$ cat src/rtl/pc8001m_pkg.sv
// pc8001m_pkg
//   Shared types and sizing helpers for the PC-8001 ROM loader.
//   ld_state_t  : loader FSM states.
//   ld_hold_w() : width of the reset-hold counter for a given hold length.
//   LD_HOLD_W   : that width at the default hold length of 64 clocks.
package pc8001m_pkg;

    typedef enum logic [1:0] {LD_IDLE, LD_DRAIN, LD_LOAD, LD_RELEASE} ld_state_t;

    localparam int HOLD_CYC_DFLT = 64;

    function automatic int ld_hold_w(input int hold_cyc);
        return $clog2(hold_cyc + 1);
    endfunction

    localparam int LD_HOLD_W = $clog2(HOLD_CYC_DFLT + 1);

endpackage

$ cat src/rtl/pc8001m_rd_pipe.sv
// pc8001m_rd_pipe
//   Valid-bit shift register that tracks a memory read through the
//   MEM_LAT-clock memory latency.
//   clk, rst : clock, asynchronous active-high reset
//   start    : pulse on the clock the read address is on the memory bus
//   done     : high on the clock mem_rdata holds the read data
//   busy     : a read is still travelling through the pipe
module pc8001m_rd_pipe
    import pc8001m_pkg::*;
#(
    parameter int MEM_LAT = 2
) (
    input  logic clk,
    input  logic rst,
    input  logic start,
    output logic done,
    output logic busy
);

    logic [MEM_LAT-1:0] vld_pipe_q, vld_pipe_d;

    always_comb begin
        vld_pipe_d    = '0;
        vld_pipe_d[0] = start;
        for (int i = 1; i < MEM_LAT; i++) vld_pipe_d[i] = vld_pipe_q[i-1];
    end

    always_ff @(posedge clk or posedge rst) begin
        if (rst) vld_pipe_q <= '0;
        else     vld_pipe_q <= vld_pipe_d;
    end

    assign done = vld_pipe_q[MEM_LAT-1];
    assign busy = |vld_pipe_q;

endmodule

$ cat src/rtl/pc8001m_rom_load_ctrl.sv
// pc8001m_rom_load_ctrl
//   Sequences hps_io ioctl ROM downloads (BIND88 slot) into the single
//   PC-8001 ROM/RAM write port, which it otherwise lends to the Z80 bus.
//   The CPU is held in reset for the download and HOLD_CYC clocks after it.
//   ioctl_*      : hps_io download stream in, ioctl_wait back-pressure out
//   cpu_*        : Z80 request/ack port, served only while the loader is idle
//   mem_*        : shared memory port (read data MEM_LAT clocks after address)
//   cpu_rst_hold : forces pc8001m reset
//   load_busy    : loader FSM not idle
//   load_ovf     : sticky, a byte beyond the ROM window was dropped
//   load_csum    : 16-bit sum of accepted bytes, only when the macro
//                  PC8001M_LOAD_CSUM_EN is defined
module pc8001m_rom_load_ctrl
    import pc8001m_pkg::*;
#(
    parameter int ROM_AW     = 15,
    parameter int LOAD_INDEX = 1,
    parameter int MEM_LAT    = 2,
    parameter int HOLD_CYC   = 64
) (
    input  logic              clk_sys,
    input  logic              reset,
    input  logic              ioctl_download,
    input  logic [7:0]        ioctl_index,
    input  logic              ioctl_wr,
    input  logic [24:0]       ioctl_addr,
    input  logic [7:0]        ioctl_dout,
    output logic              ioctl_wait,
    input  logic              cpu_req,
    input  logic              cpu_we,
    input  logic [ROM_AW-1:0] cpu_addr,
    input  logic [7:0]        cpu_wdata,
    output logic              cpu_ack,
    output logic [7:0]        cpu_rdata,
    output logic              cpu_rst_hold,
    output logic [ROM_AW-1:0] mem_addr,
    output logic              mem_we,
    output logic [7:0]        mem_wdata,
    input  logic [7:0]        mem_rdata,
`ifdef PC8001M_LOAD_CSUM_EN
    output logic [15:0]       load_csum,
`endif
    output logic              load_busy,
    output logic              load_ovf
);

    localparam int         HOLD_W = ld_hold_w(HOLD_CYC);
    localparam logic [5:0] IDX    = 6'(LOAD_INDEX);

    ld_state_t         state_q, state_d;
    logic [HOLD_W-1:0] cnt_q, cnt_d;
    logic              buf_vld_q, buf_vld_d;
    logic [ROM_AW-1:0] buf_addr_q, buf_addr_d;
    logic [7:0]        buf_data_q, buf_data_d;
    logic              wr_iss_q, wr_iss_d;
    logic              rd_iss_q, rd_iss_d;
    logic              ioctl_wait_q, ioctl_wait_d;
    logic              cpu_ack_q, cpu_ack_d;
    logic [7:0]        cpu_rdata_q, cpu_rdata_d;
    logic              cpu_rst_hold_q, cpu_rst_hold_d;
    logic [ROM_AW-1:0] mem_addr_q, mem_addr_d;
    logic              mem_we_q, mem_we_d;
    logic [7:0]        mem_wdata_q, mem_wdata_d;
    logic              load_busy_q, load_busy_d;
    logic              load_ovf_q, load_ovf_d;

    logic dl_match, in_range, in_flight, rd_done, rd_busy;
    logic unused_idx;

    assign unused_idx = &{1'b0, ioctl_index[7:6]};
    assign dl_match   = ioctl_download && (ioctl_index[5:0] == IDX);
    assign in_range   = ioctl_addr < (25'd1 << ROM_AW);
    // cpu_ack_q is included so a requester still holding cpu_req on the
    // ack clock is not granted twice.
    assign in_flight  = wr_iss_q | rd_iss_q | rd_busy | cpu_ack_q;

    pc8001m_rd_pipe #(.MEM_LAT(MEM_LAT)) u_rd_pipe (
        .clk   (clk_sys),
        .rst   (reset),
        .start (rd_iss_q),
        .done  (rd_done),
        .busy  (rd_busy)
    );

    always_comb begin
        state_d     = state_q;
        cnt_d       = cnt_q;
        buf_vld_d   = 1'b0;
        buf_addr_d  = buf_addr_q;
        buf_data_d  = buf_data_q;
        wr_iss_d    = 1'b0;
        rd_iss_d    = 1'b0;
        mem_we_d    = 1'b0;
        mem_addr_d  = mem_addr_q;
        mem_wdata_d = mem_wdata_q;
        load_ovf_d  = load_ovf_q;
        cpu_ack_d   = wr_iss_q | rd_done;
        cpu_rdata_d = rd_done ? mem_rdata : cpu_rdata_q;

        // The skid buffer always empties into the memory port the clock
        // after capture, so a strobe on that same clock simply refills it.
        if (buf_vld_q) begin
            mem_we_d    = 1'b1;
            mem_addr_d  = buf_addr_q;
            mem_wdata_d = buf_data_q;
        end

        case (state_q)
            LD_IDLE: begin
                if (dl_match) begin
                    state_d = LD_DRAIN;
                end else if (cpu_req && !in_flight) begin
                    mem_addr_d = cpu_addr;
                    if (cpu_we) begin
                        mem_we_d    = 1'b1;
                        mem_wdata_d = cpu_wdata;
                        wr_iss_d    = 1'b1;
                    end else begin
                        rd_iss_d = 1'b1;
                    end
                end
            end
            LD_DRAIN: begin
                if (!in_flight) begin
                    state_d    = LD_LOAD;
                    load_ovf_d = 1'b0;
                end
            end
            LD_LOAD: begin
                if (ioctl_wr) begin
                    if (in_range) begin
                        buf_vld_d  = 1'b1;
                        buf_addr_d = ioctl_addr[ROM_AW-1:0];
                        buf_data_d = ioctl_dout;
                    end else begin
                        load_ovf_d = 1'b1;
                    end
                end else if (!ioctl_download && !buf_vld_q) begin
                    state_d = LD_RELEASE;
                    cnt_d   = HOLD_W'(HOLD_CYC);
                end
            end
            default: begin // LD_RELEASE
                if (dl_match) begin
                    state_d = LD_DRAIN;
                end else if (cnt_q <= HOLD_W'(1)) begin
                    // counter reaches zero on the same edge the hold drops
                    state_d = LD_IDLE;
                    cnt_d   = '0;
                end else begin
                    cnt_d = cnt_q - HOLD_W'(1);
                end
            end
        endcase

        cpu_rst_hold_d = (state_d != LD_IDLE);
        load_busy_d    = (state_d != LD_IDLE);
        ioctl_wait_d   = (state_d == LD_DRAIN);
    end

    always_ff @(posedge clk_sys or posedge reset) begin
        if (reset) begin
            state_q        <= LD_RELEASE;
            cnt_q          <= HOLD_W'(HOLD_CYC);
            buf_vld_q      <= 1'b0;
            buf_addr_q     <= '0;
            buf_data_q     <= '0;
            wr_iss_q       <= 1'b0;
            rd_iss_q       <= 1'b0;
            ioctl_wait_q   <= 1'b0;
            cpu_ack_q      <= 1'b0;
            cpu_rdata_q    <= '0;
            cpu_rst_hold_q <= 1'b1;
            mem_addr_q     <= '0;
            mem_we_q       <= 1'b0;
            mem_wdata_q    <= '0;
            load_busy_q    <= 1'b1;
            load_ovf_q     <= 1'b0;
        end else begin
            state_q        <= state_d;
            cnt_q          <= cnt_d;
            buf_vld_q      <= buf_vld_d;
            buf_addr_q     <= buf_addr_d;
            buf_data_q     <= buf_data_d;
            wr_iss_q       <= wr_iss_d;
            rd_iss_q       <= rd_iss_d;
            ioctl_wait_q   <= ioctl_wait_d;
            cpu_ack_q      <= cpu_ack_d;
            cpu_rdata_q    <= cpu_rdata_d;
            cpu_rst_hold_q <= cpu_rst_hold_d;
            mem_addr_q     <= mem_addr_d;
            mem_we_q       <= mem_we_d;
            mem_wdata_q    <= mem_wdata_d;
            load_busy_q    <= load_busy_d;
            load_ovf_q     <= load_ovf_d;
        end
    end

    // A strobe while wait is raised violates the hps_io handshake; the byte is dropped.
    always_ff @(posedge clk_sys) begin
        if (!reset && ioctl_wait_q) assert (!ioctl_wr);
    end

`ifdef PC8001M_LOAD_CSUM_EN
    logic [15:0] csum_q, csum_d;
    logic        csum_clr, csum_acc;

    assign csum_clr = dl_match && (state_q == LD_IDLE || state_q == LD_RELEASE);
    assign csum_acc = (state_q == LD_LOAD) && ioctl_wr && in_range;

    always_comb begin
        csum_d = csum_q;
        if (csum_clr)      csum_d = '0;
        else if (csum_acc) csum_d = csum_q + {8'h00, ioctl_dout};
    end

    always_ff @(posedge clk_sys or posedge reset) begin
        if (reset) csum_q <= '0;
        else       csum_q <= csum_d;
    end

    assign load_csum = csum_q;
`endif

    assign ioctl_wait   = ioctl_wait_q;
    assign cpu_ack      = cpu_ack_q;
    assign cpu_rdata    = cpu_rdata_q;
    assign cpu_rst_hold = cpu_rst_hold_q;
    assign mem_addr     = mem_addr_q;
    assign mem_we       = mem_we_q;
    assign mem_wdata    = mem_wdata_q;
    assign load_busy    = load_busy_q;
    assign load_ovf     = load_ovf_q;

endmodule

$ cat config.mk
export PLATFORM = sky130hd
export DESIGN_NAME = pc8001m_rom_load_ctrl
export DESIGN_NICKNAME = d
export VERILOG_FILES = /design/src/rtl/pc8001m_pkg.sv /design/src/rtl/pc8001m_rd_pipe.sv /design/src/rtl/pc8001m_rom_load_ctrl.sv
export SDC_FILE = /design/constraint.sdc
export NUM_CORES = 1
export LEC_CHECK = 0
export ABC_AREA = 1
export CAP_MARGIN = 30
export CORE_AREA = 2 2 93 95
export DETAILED_ROUTE_END_ITERATION = 8
export DIE_AREA = 0 0 95 97
export PLACE_DENSITY = 0.77
export SETUP_SLACK_MARGIN = 0.3
export SLEW_MARGIN = 10
export SYNTH_ARGS = -nofsm -noshare
export SYNTH_HDL_FRONTEND = slang
export SYNTH_HIERARCHICAL = 1
export SYNTH_SLANG_ARGS = --single-unit
$ cat constraint.sdc
create_clock -name clk_sys -period 2.5 [get_ports clk_sys]
set_input_delay 0.625 -clock clk_sys [delete_from_list [all_inputs] [get_ports clk_sys]]
set_output_delay 0.625 -clock clk_sys [all_outputs]
set_load 0.01 [all_outputs]
==> impl_metrics.env <==
export IMPL_outcome="complete, no violations"
export IMPL_numCtsBuffers=9
export IMPL_worst_path_stages=1
export IMPL_cellLeakagePower_nw=2.26
export IMPL_grt_pass1_vias=2875
export IMPL_finalSetupTns_ns=0
export IMPL_io_pins=115
export IMPL_cp_startpoint="load_busy"
export IMPL_synth_yosys_seq_area_share=0.558
export IMPL_reg2reg_depth=9
export IMPL_viasPerCell=4.73
export IMPL_antenna_found_initial=0
export IMPL_synth_nets=467
export IMPL_power_mw=4.37
export IMPL_final_cell_mix="175 x nand2_1, 112 x clkdlybuf4s50_1, 69 x dfrtp_1, 30 x nor2_1, 23 x inv_1"
export IMPL_tightest_slew_ns=0.441
export IMPL_fmax_mhz=498
export IMPL_crit_type="reg2out"
export IMPL_yosysWarnings=6
export IMPL_clkSlewWorstSetupHoldPaths_ns=0.08
export IMPL_setup_viol=0
export IMPL_hold_viol_final=0
export IMPL_drv_cap=0
export IMPL_ctsHtreeMaxLevel=3
export IMPL_crit_path_start_kind="flop"
export IMPL_cpMaxStageDelayCell="dfstp_2"
export IMPL_r2r_slack_ns=0.82
export IMPL_routed_wl_mm=7.90
export IMPL_drive_above_1_share=0.0771
export IMPL_firstDrtPassIters=4
export IMPL_yosysTopAreaCell="dfrtp_1"
export IMPL_worstSetupEndpoint="cpu_rst_hold"
export IMPL_maxSlewViolCount=0
export IMPL_area_growth_syn_to_layout_pct=43.3
export IMPL_critPathMaxStageDelay_ns=0.53
export IMPL_holdBufCountCts=0
export IMPL_hpwl_mm=5.79
export IMPL_grt_pass1_wl_mm=13.0
export IMPL_synth_area_leaders="dfrtp_1 53%, nand2_1 20%, nor2_1 3.4%, dfstp_2 3.2%, a31oi_1 3.0%"
export IMPL_synth_ff_latch_count=73
export IMPL_power_density_nw_per_um2=929
export IMPL_period_needed_ns=2.01
export IMPL_wl_per_cell_um=12.9
export IMPL_drt_iter0_drc=135
export IMPL_grt_max_degree=31
export IMPL_rsz0062_at_grt="no"
export IMPL_mostFrequentLayoutCell="nand2_1"
export IMPL_cts_root_buf="clkbuf_8"
export IMPL_cts_post_setup_buffers_inserted=0
export IMPL_syn_area_um2=3280
export IMPL_min_path_type="reg2reg"
export IMPL_maxSlewHeadroom=0.705
export IMPL_clock_path_buffers=2
export IMPL_syn_inst=387
export IMPL_path_buf_inv=1
export IMPL_coreArea_um2=8130
export IMPL_finalCritPeriodShare=0.804
export IMPL_num_nets_final=582
export IMPL_worstPathMaxFanout=2
export IMPL_cp_required_ns=1.88
export IMPL_rr_startpoint="u_rd_pipe/vld_pipe_q[1]"
export IMPL_critPathArrivalTime_ns=1.38
export IMPL_synth_cell_types=29
export IMPL_ir_worst_vdd_mv=0.404
export IMPL_grt_overflow=0
export IMPL_ant_nets=0
export IMPL_initial_utilization=0.404
export IMPL_ctsResizeCount=0
export IMPL_vias=2887
export IMPL_port_buffers=112
export IMPL_die_area_um2=9220
export IMPL_cts_sinks=73
export IMPL_std_cell_rows=33
export IMPL_die_x_um=95
export IMPL_path_cells="clkdlybuf4s50_1"
export IMPL_die_h_um=97
export IMPL_insertion_delay_ns=0.33
export IMPL_route_detailed_drc=0
export IMPL_grt_total_usage=0.178
export IMPL_reg2reg_to="mem_wdata[5]"
export IMPL_cp_end_kind="output pin"
export IMPL_fin_skew_ns=0.00723
export IMPL_syn_avg_cell_area_um2=8.48
export IMPL_netlist_area_leader_share=0.526
export IMPL_gp_congestion=0.831
export IMPL_cts_tree="done"
export IMPL_antenna_cells=0
export IMPL_critical_path_top_delay_family="flip-flops"
==> worst min-delay path by stage <==
stage,start,endpoint,slack (ns),cells after the start
6_report,rd_iss_q,u_rd_pipe/vld_pipe_q[0],0.38,0
5_1_grt,rd_iss_q,u_rd_pipe/vld_pipe_q[0],0.38,0
4_1_cts,rd_iss_q,u_rd_pipe/vld_pipe_q[0],0.38,0
3_5_place_dp,rd_iss_q,u_rd_pipe/vld_pipe_q[0],0.37,0
3_3_place_gp,u_rd_pipe/vld_pipe_q[0],u_rd_pipe/vld_pipe_q[1],0.36,0
2_1_floorplan,u_rd_pipe/vld_pipe_q[0],u_rd_pipe/vld_pipe_q[1],0.35,0
==> power by group <==
part	leakage, nW	internal [mW]	total, mW	switching [mW]
Clock	0.0777	0.357	0.795	0.437
Combinational	1.27	0.927	1.79	0.861
Sequential	0.917	1.55	1.79	0.235
Total	2.26	2.84	4.37	1.53
==> state kept, by name (all words and copies together), names as in the netlist <==
signal	cells
mem_wdata	8
buf_addr_q	15
cnt_q	7
mem_we	1
state_q	2
buf_data_q	8
cpu_ack	1
ioctl_wait	1
wr_iss_q	1
load_ovf	1
buf_vld_q	1
rd_iss_q	1
cpu_rdata	8
mem_addr	15
u_rd_pipe/vld_pipe_q	2
load_busy	1
==> final cells by class <==
cell class,instances,area [µm²]
Inverter,28,110
Clock buffer,9,124
Fill cell,734,3430
Timing Repair Buffer,118,1200
Tap cell,105,131
Clock inverter,6,45.0
Multi-Input combinational cell,272,1260
Sequential cell,73,1830
==> cell families (layout without fill, tap and decap cells) <==
group | after synthesis | count (layout) | share of synthesized area
AOI/OAI and AO/OA | 33 | 33 | 0.0579
xor gates and xnor gates | 2 | 2 | 0.00534
adders and majority gates | 2 | 2 | 0.00762
buffers and inverters | 42 | 161 | 0.0591
DFF | 73 | 73 | 0.558
muxes | 8 | 8 | 0.0244
and+or+nand+nor | 227 | 227 | 0.288
==> layer usage <==
metal	share of wire	wire (µm)	GRT usage	vias to the layer above
li1	-	-	-	1436
met1	0.44	3440	0.228	1346
met2	0.49	3870	0.295	96
met3	0.063	497	0.0428	9
met4	0.012	98	0.0591	0
met5	0	0	0	-
==> worst register-to-register path, stage by stage (launching register included) <==
cell     delay (ns)
dfrtp_1        0.50
inv_1          0.09
nand2_1        0.05
nor2_1         0.09
nand2_1        0.11
nor2_2         0.15
nand2_4        0.17
nor2_8         0.25
nand2_1        0.09
o21ai_0        0.09
==> through the flow <==
step / utilization / area (µm²) / hold WS, ns / instances / worst slack (ns)
3_5_place_dp: 0.557 / 4530 / 0.370 / 596 / 0.297
2_1_floorplan: - / 3290 / 0.354 / 387 / 1.00
6_report: 0.578 / 4700 / 0.379 / 611 / 0.491
4_1_cts: 0.578 / 4700 / 0.380 / 611 / 0.468
5_1_grt: 0.578 / 4700 / 0.384 / 611 / 0.441
3_3_place_gp: 0.557 / 4530 / 0.358 / 596 / 0.333
==> synthesized netlist by cell type <==
cell        n
clkinv_1    1
a21oi_1     1
nor2_8      1
ha_1        2
clkbuf_1    3
or2_2       1
mux2i_1     8
buf_6       3
nor2_4      2
nor3_2      1
nor3b_2     1
nand2_1   175
buf_2       7
nand3_4     1
o21ai_0    14
a31oi_1    16
clkinv_2    1
o21bai_1    2
xor2_1      2
dfstp_2     4
nor2_1     30
buf_4       1
dfrtp_1    69
nand4_1     2
nand2_4     1
nor2_2      2
inv_1      24
inv_2       2
nand3_1    10
Power figures use the tool's default switching activity.
